==> config.mk <==
export PLATFORM = sky130hd
export DESIGN_NAME = seq_mul_32bit
export DESIGN_NICKNAME = d
export VERILOG_FILES = /design/src/rtl/seq_mul_32bit.sv
export SDC_FILE = /design/constraint.sdc
export NUM_CORES = 1
export LEC_CHECK = 0
export BUFFER_PORTS_ARGS = -buffer_cell sky130_fd_sc_hd__buf_2
export CAP_MARGIN = 15
export CORE_MARGIN = 4
export CORE_UTILIZATION = 55
export CTS_CLUSTER_SIZE = 20
export DETAILED_ROUTE_END_ITERATION = 8
export PLACE_DENSITY_LB_ADDON = 0.3
export SLEW_MARGIN = 20
export SYNTH_ARGS = -nofsm -noshare
export SYNTH_HDL_FRONTEND = slang
export SYNTH_SLANG_ARGS = --single-unit
==> constraint.sdc <==
create_clock -name clk -period 8.3 [get_ports clk]
set_clock_uncertainty 0.15 [all_clocks]
set_input_delay 0 -clock clk [delete_from_list [all_inputs] [get_ports clk]]
set_output_delay 0 -clock clk [all_outputs]
set_load 0.02 [all_outputs]
==> src/rtl/seq_mul_32bit.sv <==
// Iterative 32x32->64 shift-add multiplier with one reused 32-bit CLA adder; MUL_SIGNED_EN adds is_signed.
// Latency 32 cycles from accepted start to done (1 with a zero operand if ZERO_SKIP); start ignored while busy.

module seq_mul_32bit_cla (
  input  logic [31:0] a,
  input  logic [31:0] b,
  input  logic        c_in,
  output logic [31:0] sum,
  output logic        c_out
);
  logic [31:0] w_p;
  logic [31:0] w_g;
  logic [31:0] w_c;
  logic [7:0]  w_gp;
  logic [7:0]  w_gg;
  logic [8:0]  w_gc;

  assign w_p = a ^ b;
  assign w_g = a & b;
  assign w_gc[0] = c_in;

  // Full lookahead inside each 4-bit group, group carries chained between groups.
  for (genvar gi = 0; gi < 8; gi++) begin : g_grp
    localparam int B = 4 * gi;
    assign w_c[B]   = w_gc[gi];
    assign w_c[B+1] = w_g[B] | (w_p[B] & w_gc[gi]);
    assign w_c[B+2] = w_g[B+1] | (w_p[B+1] & w_g[B]) | (w_p[B+1] & w_p[B] & w_gc[gi]);
    assign w_c[B+3] = w_g[B+2] | (w_p[B+2] & w_g[B+1]) | (w_p[B+2] & w_p[B+1] & w_g[B])
                    | (w_p[B+2] & w_p[B+1] & w_p[B] & w_gc[gi]);
    assign w_gp[gi] = &w_p[B+3:B];
    assign w_gg[gi] = w_g[B+3] | (w_p[B+3] & w_g[B+2]) | (w_p[B+3] & w_p[B+2] & w_g[B+1])
                    | (w_p[B+3] & w_p[B+2] & w_p[B+1] & w_g[B]);
    assign w_gc[gi+1] = w_gg[gi] | (w_gp[gi] & w_gc[gi]);
  end

  assign sum   = w_p ^ w_c;
  assign c_out = w_gc[8];
endmodule

module seq_mul_32bit #(
  parameter int unsigned ZERO_SKIP = 1
) (
  input  logic        clk,
  input  logic        rst_n,
  input  logic        start,
  input  logic [31:0] op_a,
  input  logic [31:0] op_b,
`ifdef MUL_SIGNED_EN
  input  logic        is_signed,
`endif
  output logic        busy,
  output logic        done,
  output logic [63:0] product
);
  typedef enum logic [1:0] {S_IDLE, S_RUN, S_DONE} state_t;

  state_t      r_state;
  state_t      w_state_nxt;
  logic [31:0] r_mcand;
  logic [31:0] r_hi;
  logic [31:0] r_lo;
  logic [5:0]  r_cnt;
  logic [63:0] r_product;

  logic        w_accept;
  logic        w_zero;
  logic        w_last;
  logic [31:0] w_mag_a;
  logic [31:0] w_mag_b;
  logic [31:0] w_add_b;
  logic [31:0] w_sum;
  logic        w_c_out;
  logic [63:0] w_shift;
  logic [63:0] w_result;

  assign w_accept = start && ((r_state == S_IDLE) || (r_state == S_DONE));
  assign w_zero   = (ZERO_SKIP != 0) && ((op_a == 32'd0) || (op_b == 32'd0));
  assign w_last   = (r_state == S_RUN) && (r_cnt == 6'd31);

`ifdef MUL_SIGNED_EN
  logic r_sign;
  // 0x80000000 negates to itself, which read unsigned is the correct magnitude 2^31.
  assign w_mag_a  = (is_signed && op_a[31]) ? (-op_a) : op_a;
  assign w_mag_b  = (is_signed && op_b[31]) ? (-op_b) : op_b;
  assign w_result = r_sign ? (-w_shift) : w_shift;
`else
  assign w_mag_a  = op_a;
  assign w_mag_b  = op_b;
  assign w_result = w_shift;
`endif

  assign w_add_b = r_lo[0] ? r_mcand : 32'd0;

  seq_mul_32bit_cla u_cla (
    .a     (r_hi),
    .b     (w_add_b),
    .c_in  (1'b0),
    .sum   (w_sum),
    .c_out (w_c_out)
  );

  // Carry becomes bit 64 of the partial product before the right shift drops bit 0.
  assign w_shift = {w_c_out, w_sum, r_lo[31:1]};

  always_ff @(posedge clk or negedge rst_n) begin
    if (!rst_n) begin
      r_state <= S_IDLE;
    end else begin
      r_state <= w_state_nxt;
    end
  end

  always_comb begin
    w_state_nxt = r_state;
    case (r_state)
      S_IDLE: begin
        if (w_accept) w_state_nxt = w_zero ? S_DONE : S_RUN;
      end
      S_RUN: begin
        if (w_last) w_state_nxt = S_DONE;
      end
      S_DONE: begin
        if (w_accept) w_state_nxt = w_zero ? S_DONE : S_RUN;
        else          w_state_nxt = S_IDLE;
      end
      default: w_state_nxt = S_IDLE;
    endcase
  end

  always_ff @(posedge clk or negedge rst_n) begin
    if (!rst_n) begin
      r_mcand   <= 32'd0;
      r_hi      <= 32'd0;
      r_lo      <= 32'd0;
      r_cnt     <= 6'd0;
      r_product <= 64'd0;
`ifdef MUL_SIGNED_EN
      r_sign    <= 1'b0;
`endif
    end else if (w_accept) begin
      r_mcand <= w_mag_a;
      r_hi    <= 32'd0;
      r_lo    <= w_mag_b;
      r_cnt   <= 6'd0;
`ifdef MUL_SIGNED_EN
      r_sign  <= is_signed & (op_a[31] ^ op_b[31]);
`endif
      if (w_zero) r_product <= 64'd0;
    end else if (r_state == S_RUN) begin
      r_hi  <= w_shift[63:32];
      r_lo  <= w_shift[31:0];
      r_cnt <= r_cnt + 6'd1;
      if (w_last) r_product <= w_result;
    end
  end

  assign busy    = (r_state == S_RUN);
  assign done    = (r_state == S_DONE);
  assign product = r_product;
endmodule

==> qor.csv <==
stage;metric;value;unit
timing;Slew HR;33.8;%
timing;TNS Setup;0;ns
global_routing;gr busiest metal;met2;
worst_hold_path;Worst Hold Class;in -> async;
floorplanning;DIE WIDTH;130;um
critical_path;Critical Path AT;4.02;ns
floorplanning;core area;14600;um2
timing;final slew viol count;0;
layout;proportion of layout cells with a drive suffix above 1;18.0;%
run;Max-Cap Viols;0;
placed_design;post-place setup slack;4.45;ns
timing;Period minus WS final;3.83;ns
timing;Hold WS;-0.00535;ns
critical_path;crit start category;flip-flop;
power_and_ir_drop;Leak;5.27;nW
synthesis;Post-Syn Instances;874;
global_routing;met2 GRT Util;43.5;%
critical_path;Buf/Inv on CP;1;
drt;routed len/inst;17.3;um
critical_path;critical path class;reg -> reg;
placed_design;Inst Count DP;1149;
synthesis;Syn Nets;982;
synthesis;Synth Flop Type;dfrtp_1;
global_routing;largest net degree at the start of global routing;88;
layout;fill count;1073;
floorplanning;# IOs;133;
critical_path;CP top delay family;compound AO/OA/AOI/OAI gates;
global_routing;antenna violations before repair;0;
synthesis;sequential share of the synthesized area;51.0;%
critical_path;CP cell instances;nand2_1 -> inv_1 -> ha_1 -> a41oi_1 -> o21ai_2 -> a32oi_1 -> a21oi_4 -> nor2_2 -> o21ai_0 -> fa_1 -> xnor2_1 -> a211oi_1;
cts;CTS sink count;168;
synthesis;Synth top area share;51.0;%
cts;Worst-Skew Late Latency;0.44;ns
global_routing;global-route wire length before repair;35100;um
power_and_ir_drop;internal power;2.08;mW
critical_path;slowest stage delay, CP;0.92;ns
critical_path;CP max FO;33;
layout;area of the multi-input gates;3830;um2
timing;final hold violation count;17;
cts;TritonCTS clock tree;built;
cts;clk buf depth;2;
drt;DRT iter0 DRCs;577;
placed_design;port buffer count;132;
synthesis;post-synthesis cell area;8240;um2
timing;maximum clock rate;261;MHz
timing;slew of the pin with the lowest slew margin;0.992;ns
placed_design;dpl cell area;9060;um2
synthesis;synth unique cells;56;
power_and_ir_drop;clock network power share;23.0;%
power_and_ir_drop;Total Power;3.51;mW
layout;Core Util, Final;70.7;%
layout;register area;4200;um2
cts;CTS Root Cell;clkbuf_16;
global_routing;met1 Use GR;34.1;%
power_and_ir_drop;Comb power frac;40.3;%
floorplanning;Die H;130;um
synthesis;number of synthesized flops with an enable pin;0;
layout;Area Overhead vs Synth;25.1;%
cts;Worst-path clk slew;0.07;ns
global_routing;GRT overflow;0;
floorplanning;Initial Util;56.5;%
synthesis;largest cells by area after synthesis;dfrtp_1, nand2_1, ha_1;
floorplanning;die area;17000;um2
power_and_ir_drop;Worst IR Drop VDD;0.203;mV
timing;RSZ-0062 raised after global routing;no;
global_routing;vias in the first global route;7090;
layout;most frequent cells in the layout;nand2_1, dfrtp_1, buf_2;
layout;layout net count;1158;
synthesis;leading area contributor after synthesis;dfrtp_1;
cts;Post-CTS Setup Inserts;0;
placed_design;GP Congestion;0.918;
layout;fin area;10300;um2
cts;htree depth;4;
drt;Antenna Violating Nets Remaining;0;
layout;commonest non-fill, non-tap cell in the layout;nand2_1;
run_status;run status;finished with violations;
power_and_ir_drop;Psw;1.43;mW
critical_path;Crit. End Element;flip-flop;
drt;DRC Markers;0;
cts;CTS resizes;0;
synthesis;asr flop ratio synth;100;%
layout;n_diodes;0;
run_status;violated checks;hold timing;
power_and_ir_drop;sequential power share;36.8;%
synthesis;Post-Syn Area per Cell;9.43;um2
drt;Vias;7259;
global_routing;total track usage;26.3;%
cts;total CTS buffers;17;
drt;DR pass1 iterations;5;
synthesis;Synth Register Bits;168;
drt;Via density;5.82;
global_routing;met3 Track Usage GR;5.41;%
power_and_ir_drop;Pwr Density;340;nW/um2
floorplanning;Core Rows;44;
synthesis;Synthesis Warnings;0;
critical_path;Worst Path Required;8.49;ns
layout;Non-Filler Instances;1247;
timing;final setup violation count;0;
drt;DRT Wirelength;21600;um
power_and_ir_drop;Sw Share;40.7;%
critical_path;crit path max-delay cell type;dfrtp_1;
placed_design;DP Wirelength;13400;um
timing;Final period util;46.2;%
timing;PnR worst setup slack;4.47;ns
-- sequential cells by signal, indices dropped and copies added (netlist names) --
signal,flops
r_state,2
r_cnt,6
r_hi,32
r_mcand,32
product,64
r_lo,32
-- final cells by class --
class | instances | share of cell area (%)
Inverter | 16 | 0.583
Clock inverter | 14 | 1.58
Multi-Input combinational cell | 640 | 37.1
Timing Repair Buffer | 207 | 13.5
Clock buffer | 18 | 4.16
Sequential cell | 168 | 40.8
Tap cell | 184 | 2.23
-- layer usage --
metal  part of all wire [%]  routed length [um]  up-vias
li1                       -                   -     3375
met1                     42                8980     3535
met2                     49               10600      278
met3                    5.5                1190       71
met4                    3.8                 816        0
met5                      0                   0        -
-- Yosys cell counts (2+ instances only) --
| cell type | n |
|---|---|
| nand2_1 | 267 |
| dfrtp_1 | 168 |
| clkbuf_1 | 42 |
| nand3_1 | 37 |
| a22oi_1 | 34 |
| ha_1 | 33 |
| and2_1 | 32 |
| nor2_1 | 27 |
| a21oi_1 | 22 |
| a22o_1 | 22 |
| o21ai_0 | 20 |
| xnor2_1 | 18 |
| nor4_1 | 16 |
| inv_1 | 14 |
| o31ai_1 | 13 |
| nand4_1 | 10 |
| fa_1 | 8 |
| nor3_1 | 8 |
| a211oi_1 | 7 |
| a21o_1 | 7 |
| o21ai_1 | 7 |
| buf_1 | 6 |
| a32o_1 | 5 |
| xor2_1 | 4 |
| a32oi_1 | 3 |
| nand2b_1 | 3 |
| o22ai_1 | 3 |
| and2_4 | 2 |
| buf_2 | 2 |
| inv_2 | 2 |
| nand4b_1 | 2 |
| nor2b_1 | 2 |
| nor3b_1 | 2 |
| o21a_1 | 2 |
| o21ai_2 | 2 |
| o311ai_1 | 2 |
-- logic make-up after synthesis --
logic type | Yosys count | share of synthesized area [%]
XOR/XNOR | 22 | 2.34
AO/OA/AOI/OAI | 163 | 14.5
AND/OR/NAND/NOR | 414 | 22.2
flip-flops | 168 | 51.0
buffers and inverters | 66 | 3.04
adder cells (fa/ha/maj) | 41 | 6.95
-- worst register-to-register path, stage by stage (launching register included) --
cell and delay, ns:
dfrtp_1 0.92, nand2_1 0.26, inv_1 0.11, ha_1 0.24
a41oi_1 0.23, o21ai_2 0.10, a32oi_1 0.46, a21oi_4 0.15
nor2_2 0.16, o21ai_0 0.14, fa_1 0.44, xnor2_1 0.15
a211oi_1 0.22
-- worst paths after layout --
kind / slack (ns) / startpoint / end / cells past startpoint
setup / recovery: 4.47 / r_lo[0] / r_hi[28] / 12
hold / removal: -0.005 / rst_n / product[34] / 2
setup reg to reg: 4.47 / r_lo[0] / r_hi[28] / 12
hold reg to reg: 0.31 / product[3] / product[3] / 2
max in group asynchronous: 6.32 / rst_n / r_lo[7] / 4
min in group clk: 0.15 / op_a[8] / r_mcand[8] / 4
-- power groups by stage --
stage          sequential (mW)  combinational [mW]  clock (mW)
2_1_floorplan             1.25                1.02           0
3_3_place_gp              1.29                1.34           0
3_5_place_dp              1.29                1.37           0
4_1_cts                   1.28                1.41       0.811
5_1_grt                   1.32                1.59       0.846
6_report                  1.29                1.41       0.806
-- repair_timing --
item                       in CTS  in global routing
setup endpoints to repair       0                  0
hold buffers                   66                  0
hold endpoints to repair      140                  0
Note: power is estimated with default switching activity, not from simulation.
